File: src/rtl/tmr0_core.sv
// Timer 0 counting engine: tick selection and synchronization, run/stop FSM,
// counter with rst/ld servicing, overflow/match pulses, output pin and interrupt.
module tmr0_core #(
  parameter int WIDTH       = 32,
  parameter int SYNC_STAGES = 2
) (
  input  logic             clk,
  input  logic             rst_n,
  input  logic [31:0]      tmr0_ctrl_i,
  input  logic [WIDTH-1:0] tmr0_val_i,
  input  logic [WIDTH-1:0] tmr0_match_i,
  input  logic [3:0]       ext_tick_i,
  output logic [WIDTH-1:0] tval_o,
  output logic             ovf_set_o,
  output logic             match_set_o,
  output logic             rst_ack_o,
  output logic             ld_ack_o,
  output logic             tmr_out_o,
  output logic             irq_o
);

  typedef enum logic {ST_STOP = 1'b0, ST_RUN = 1'b1} state_t;

  state_t state_q, state_d;

  logic       ctl_on, ctl_rst, ctl_ld, ctl_oinv, ctl_oen, ctl_usesclk;
  logic [1:0] ctl_clksrc;
  logic       unused_ctrl;

  assign ctl_on      = tmr0_ctrl_i[0];
  assign ctl_rst     = tmr0_ctrl_i[1];
  assign ctl_ld      = tmr0_ctrl_i[2];
  assign ctl_oinv    = tmr0_ctrl_i[6];
  assign ctl_oen     = tmr0_ctrl_i[7];
  assign ctl_clksrc  = tmr0_ctrl_i[9:8];
  assign ctl_usesclk = tmr0_ctrl_i[11];
  assign unused_ctrl = ^{tmr0_ctrl_i[31:12], tmr0_ctrl_i[10], tmr0_ctrl_i[5:3]};

  // All four sources are synchronized all the time so a clksrc switch sees settled history.
  logic [3:0] sync_q [SYNC_STAGES];
  logic [3:0] prev_q;
  logic [3:0] ext_rise;
  logic       tick;

  assign ext_rise = sync_q[SYNC_STAGES-1] & ~prev_q;
  assign tick     = ctl_usesclk | ext_rise[ctl_clksrc];

  logic [WIDTH-1:0] cnt_p0;
  logic [WIDTH-1:0] cnt_nxt;
  logic             ovf_p1, match_p1;
  logic             rst_ack_p1, ld_ack_p1;
  logic             rst_guard_q, ld_guard_q;
  logic             out_q;
  logic             do_rst, do_ld, do_inc;
  logic             ovf_hit, match_hit;

  assign cnt_nxt   = cnt_p0 + 1'b1;
  assign ovf_hit   = &cnt_p0;
  assign match_hit = (cnt_nxt == tmr0_match_i);

  always_comb begin
    state_d = state_q;
    do_rst  = 1'b0;
    do_ld   = 1'b0;
    do_inc  = 1'b0;
    case (state_q)
      ST_STOP: if (ctl_on)  state_d = ST_RUN;
      ST_RUN:  if (!ctl_on) state_d = ST_STOP;
      default: state_d = ST_STOP;
    endcase
    if (ctl_rst) begin
      do_rst = 1'b1;
    end else if (ctl_ld) begin
      do_ld = 1'b1;
    end else if (state_q == ST_RUN && tick) begin
      do_inc = 1'b1;
    end
  end

  always_ff @(posedge clk or negedge rst_n) begin
    if (!rst_n) begin
      state_q     <= ST_STOP;
      for (int i = 0; i < SYNC_STAGES; i++) sync_q[i] <= '0;
      prev_q      <= '0;
      cnt_p0      <= '0;
      ovf_p1      <= 1'b0;
      match_p1    <= 1'b0;
      rst_ack_p1  <= 1'b0;
      ld_ack_p1   <= 1'b0;
      rst_guard_q <= 1'b0;
      ld_guard_q  <= 1'b0;
      out_q       <= 1'b0;
    end else begin
      state_q   <= state_d;
      sync_q[0] <= ext_tick_i;
      for (int i = 1; i < SYNC_STAGES; i++) sync_q[i] <= sync_q[i-1];
      prev_q    <= sync_q[SYNC_STAGES-1];

      // Guards stay set until the SFR bit is observed low, so each request acks once.
      rst_ack_p1  <= do_rst & ~rst_guard_q;
      ld_ack_p1   <= do_ld & ~ld_guard_q;
      rst_guard_q <= ctl_rst;
      ld_guard_q  <= ctl_ld & (ld_guard_q | do_ld);

      // Counter stage: flag pulses register alongside the increment.
      ovf_p1   <= do_inc & ovf_hit;
      match_p1 <= do_inc & match_hit;
      if (do_rst) begin
        cnt_p0 <= '0;
        out_q  <= 1'b0;
      end else if (do_ld) begin
        cnt_p0 <= tmr0_val_i;
      end else if (do_inc) begin
        cnt_p0 <= cnt_nxt;
        out_q  <= out_q ^ match_hit;
      end
    end
  end

  assign tval_o      = cnt_p0;
  assign ovf_set_o   = ovf_p1;
  assign match_set_o = match_p1;
  assign rst_ack_o   = rst_ack_p1;
  assign ld_ack_o    = ld_ack_p1;
  assign irq_o       = ovf_p1 | match_p1;
  assign tmr_out_o   = ctl_oen & (out_q ^ ctl_oinv);

endmodule

File: config.mk
export PLATFORM = sky130hd
export DESIGN_NAME = tmr0_core
export DESIGN_NICKNAME = d
export VERILOG_FILES = /design/src/rtl/tmr0_core.sv
export SDC_FILE = /design/constraint.sdc
export NUM_CORES = 1
export LEC_CHECK = 0
export ABC_AREA = 1
export CORE_UTILIZATION = 37
export DETAILED_ROUTE_END_ITERATION = 10
export GPL_TIMING_DRIVEN = 0
export PLACE_DENSITY = 0.77
export SETUP_SLACK_MARGIN = 0.15
export SLEW_MARGIN = 10
export SYNTH_ARGS = -nofsm -noshare
export SYNTH_HDL_FRONTEND = slang
export SYNTH_SLANG_ARGS = --single-unit
File: constraint.sdc
create_clock -name clk -period 2 [get_ports clk]
set_input_delay 0.3 -clock clk [delete_from_list [all_inputs] [get_ports clk]]
set_output_delay 0.3 -clock clk [all_outputs]
set_load 0.01 [all_outputs]
Word-level counts from Yosys, hierarchy flattened --
Cells that the tools add are included.
Storage, ports and cells: register bits 52, input port bits 102, output and inout port bits 38, word-level logic and storage cells 51
Cells by class: add/subtract/negate cells 1, magnitude comparators 1, eq/ne operators 2, muxes and demuxes 15, bitwise operators 15, reduce and logical (&&, ||, !) cells 5
Operators with widths (number):
- 32-bit 2-to-1 mux | 3
- 32-bit by 1-bit adder with 32-bit output, second input constant | 1
- 32-bit == test | 1
- 32-bit AND reduction | 1
- 1-bit 2-to-1 mux | 11
- 1-bit AND | 6
- 4-bit AND | 1
- 4-bit inverter | 1
- 2-bit by 3-bit < comparator with 1-bit output, second input constant | 1
- 1-bit OR | 3
- 3-bit nonzero test | 1
- 1-bit binary-select mux with 2-bit select | 1
- 2-bit inequality test, second input constant | 1
- 1-bit inverter | 2
- 2-bit AND reduction | 1
- 2-bit nonzero test | 1
- 1-bit XOR | 2
- 1-bit logical AND | 1

Longest topological paths before layout --
depth after elaboration 12, gate-level depth with buffers 18, depth with buffers taken out 18

Least setup slack after synthesis --
OpenSTA, ideal clock, no wires.
path kind reg-to-reg, start point reg cnt_p0[0], in the netlist tval_o[0], end point reg out_q, library setup time 0.117 ns, arrival time 1.928 ns, data required time 1.883 ns, path slack -0.045 ns, cell stages (with the launch flop) 17, buffers on the path 0, period minus slack after synthesis 2.045 ns, path through dfrtp_1 ha_1 nand2_2 nor2_4 nand2_1 nor2_4 nand3_1 nand3_1 nand2_1 nor2_1 nand2_1 nor2_1 nand2_1 nor2_2 nand2_1 nand2_1 nor2_1
On the way: word-level cells in the longest chain between the ends 6
Ends and longest elaborated chain:
- start, declared | RTL line 48 | logic [WIDTH-1:0] cnt_p0;
- start signal, assigned | RTL line 112 | cnt_p0 <= tmr0_val_i;
- start signal, assigned | RTL line 114 | cnt_p0 <= cnt_nxt;
- 32-bit by 1-bit adder with 32-bit output | RTL line 57 | assign cnt_nxt = cnt_p0 + 1'b1;
- 32-bit == test | RTL line 59 | assign match_hit = (cnt_nxt == tmr0_match_i);
- 1-bit XOR | RTL line 115 | out_q <= out_q ^ match_hit;
- 1-bit 2-to-1 mux | RTL line 113 | end else if (do_inc) begin
- 1-bit 2-to-1 mux | RTL line 111 | end else if (do_ld) begin
- 1-bit 2-to-1 mux | RTL line 108 | if (do_rst) begin
- end signal, assigned | RTL line 115
- end, declared | RTL line 53 | logic out_q;
No other way between the ends. The select of a mux whose other input is x is not followed. A chain may end at the register's enable or synchronous reset.

Final worst setup path --
start point reg cnt_p0[1], in the netlist tval_o[1], end point reg out_q
The elaborated chain is that of the path after synthesis.

==> results.cfg <==
[die]
rows = 37
core_region_area_sq_mm = 0.0103
die_h_um = 105
dieArea_sq_mm = 0.0110
fp.dieW_um = 105
start_util_pct = 38.2
ios = 140

[place]
io_buffer_count = 115
hpwl_mm = 11.3
place_congestion = 0.949
dp_cells = 871

[critical_path]
r2r_start = tval_o[1]
worstPathArrival_ns = 2.48
cp-end-kind = flip-flop
r2r_cells = 19
path_common_cell = nand2_1
cp_slowest_stage_delay_ns = 0.41
cp-start-kind = flip-flop
cp_max_fo = 5
crit_chain = ha_4 > nand2_4 > nor2_4 > nand2_4 > nor2_4 > buf_12 > nand2_4 > nand2_4 > nand2_2 > nand2_1 > nand2_1 > nor2_1 > nand2_1 > nor2_1 > nand2_1 > nor2_2 > nand2_1 > nand2_1 > nor2_1
path_class = reg2reg
slowest_stage = dfrtp_1
crit_path_start = tval_o[1]
worstPathRequired_ns = 2.22

[yosys]
synth_fa_ha_area_share_pct = 0.319
synth_compound_area_share_pct = 11.0
seq_area_frac_synth_pct = 33.2
netlist_instances = 619
synth_top_area_share_pct = 33.2
synthSimpleGateAreaFrac_pct = 45.5
syn_area_sq_mm = 0.00392
yosysWarnings = 0
synth_top_family_by_area = simple AND/OR/NAND/NOR gates
synthDistinctLibCells = 32
synth_area_per_cell_sq_um = 6.33
synthTopCellsByArea = dfrtp_1, nand2_1, nand3_1
synth_nets = 722
synth_seq_cells = 52
synth_area_leader_cell = dfrtp_1
synth_mux_area_share_pct = 0
synth-xor-area-share_pct = 1.24

[clock_tree]
path_clk_slew_ns = 0.12
numCtsBuffers = 5
htreeDepth = 2
cts_root_buffer = clkbuf_8
cts_tree = yes
clock_path_buffers = 2
cts_sinks = 52
clk_latency_ns = 0.33

[routing]
ant_nets = 0
wl_mm = 15.7
vias = 4963
wl_per_cell_um = 17.1
drt_iter0_markers = 292
dr.pass1.iters = 6
drc_errors = 0
viasPerCell = 5.39

[power_and_ir_drop]
p_per_area_mw_per_mm2 = 444
p_leak_nw = 2.77
vdd_drop_max_v = 0.000320

[grt]
grt-ovfl-total = 0
grt_pass1_wl_mm = 24.0
grt_pass1_vias = 4662
track_usage_pct = 28.1
grt_max_degree = 32
antenna_found_initial = 0

[outcome]
violations = setup timing
outcome = complete, but fails checks

[timing]
fin_crit_ns = 2.26
setup_viol = 3
fin_crit_sh_pct = 113
finalHoldViolCount = 0
fin_ws_ns = -0.258
worst_slew_pin_slew_ns = 0.749
timing.hold.ws_ns = 0.361
relSlewSlack_pct = 50.1
final_max_slew_viol_count = 0
grt_setup_unrepaired = true
timing.fmax_mhz = 443
finClkSkew_ns = 0.0136

[final_layout]
syn2layout_area_growth_pct = 58.6
final_cell_mix = nand2_1, clkdlybuf4s50_1, inv_1
postLayoutCoreUtil_pct = 60.5
layout_commonest_cell = nand2_1
n_antenna_cell = 0
final_layout_size_suffix_gt1_share_pct = 21.7
fin_nets = 886
stdcell_count = 920

[worst_hold_path]
min_from = sync_q[6]
min_path_type = reg2reg
whs_path_depth = 0

[run]
maxCapViolCount = 0
==> power breakdown <==
group / internal, mW / leakage (nW) / total, mW / switching, mW
Sequential: 1.12 / 0.642 / 1.21 / 0.0921
Combinational: 0.429 / 2.08 / 0.858 / 0.428
Clock: 0.257 / 0.0452 / 0.693 / 0.436
==> final timing paths <==
kind / slack [ns] / end
worst max-delay path: -0.26 / out_q
worst min-delay path: 0.36 / sync_q[2]
worst max register to register: -0.26 / out_q
worst min register to register: 0.36 / sync_q[2]
max in group asynchronous: 0.89 / tval_o[19]
min in group asynchronous: 0.50 / tval_o[3]
==> through the flow <==
stage | total power [mW] | instance area, sq um | setup TNS (ns) | worst slack [ns]
6_report | 2.76 | 6220 | -0.626 | -0.258
5_1_grt | 2.88 | 6220 | -1.18 | -0.471
4_1_cts | 2.68 | 5800 | -0.463 | -0.219
3_5_place_dp | 1.93 | 5260 | -33.01 | -1.06
3_3_place_gp | 1.91 | 5250 | -88.42 | -1.25
2_1_floorplan | 1.51 | 3930 | 0 | 0.00440
==> kinds of logic after synthesis <==
family | count (synthesis)
adder cells (fa/ha/maj) | 1
AO/OA/AOI/OAI | 70
XOR/XNOR | 4
AND/OR/NAND/NOR | 402
buffers and inverters | 90
flip-flops | 52
==> flip-flops by register name, summed over array words and instances (netlist names) <==
name         cells
rst_guard_q      1
ld_guard_q       1
prev_q           4
tval_o          32
rst_ack_o        1
ovf_set_o        1
state_q          1
sync_q           8
match_set_o      1
ld_ack_o         1
out_q            1
==> metal layers <==
metal | vias to the layer above | share of wire, % | global-route usage (%) | wire length [um]
li1 | 2349 | - | - | -
met3 | 52 | 7.3 | 3.18 | 1150
met4 | 0 | 3.7 | 12.2 | 587
met2 | 260 | 47 | 46.3 | 7470
met5 | - | 0 | 0 | 0
met1 | 2302 | 41 | 37.3 | 6520
==> critical path, delay by kind of cell (launching register included) <==
kind / cells / cell delay, ns
adder cells (fa/ha/maj): 1 / 0.18
buffers and inverters: 1 / 0.14
flip-flops: 1 / 0.41
AND/OR/NAND/NOR: 17 / 1.42
==> cells in the mapped netlist, drive strengths merged <==
cell type,instances
buf,4
dfrtp,52
xor2,2
nor2,79
or4,1
clkinv,1
o211ai,2
o2111ai,16
nor3,1
inv,76
or2,1
nand3b,13
clkbuf,9
o21ai,41
nor4b,1
o221ai,2
xnor2,1
nand2,221
nand3,76
a21boi,1
ha,1
and2,2
a31oi,2
a21oi,2
o22ai,4
nand4,7
xnor3,1
==> timing repair <==
action,4_1_cts,5_1_grt
gates resized for setup,66,101
setup endpoints to repair,36,36
pin swaps,20,25
hold endpoints to repair,21,0
hold buffers,1,0
gates cloned,0,1
setup buffers,23,16
==> layout make-up <==
| type | instances | area, sq um |
|---|---|---|
| clock buffers | 5 | 68.8 |
| multi-input cells | 477 | 2620 |
| well taps | 136 | 170 |
| plain buffers | 13 | 114 |
| repair buffers | 157 | 1590 |
| clock inverters | 3 | 25.0 |
| flip-flops and latches | 52 | 1330 |
| fillers | 963 | 4060 |
| inverters | 77 | 298 |
(Power assumes the default switching activity.)
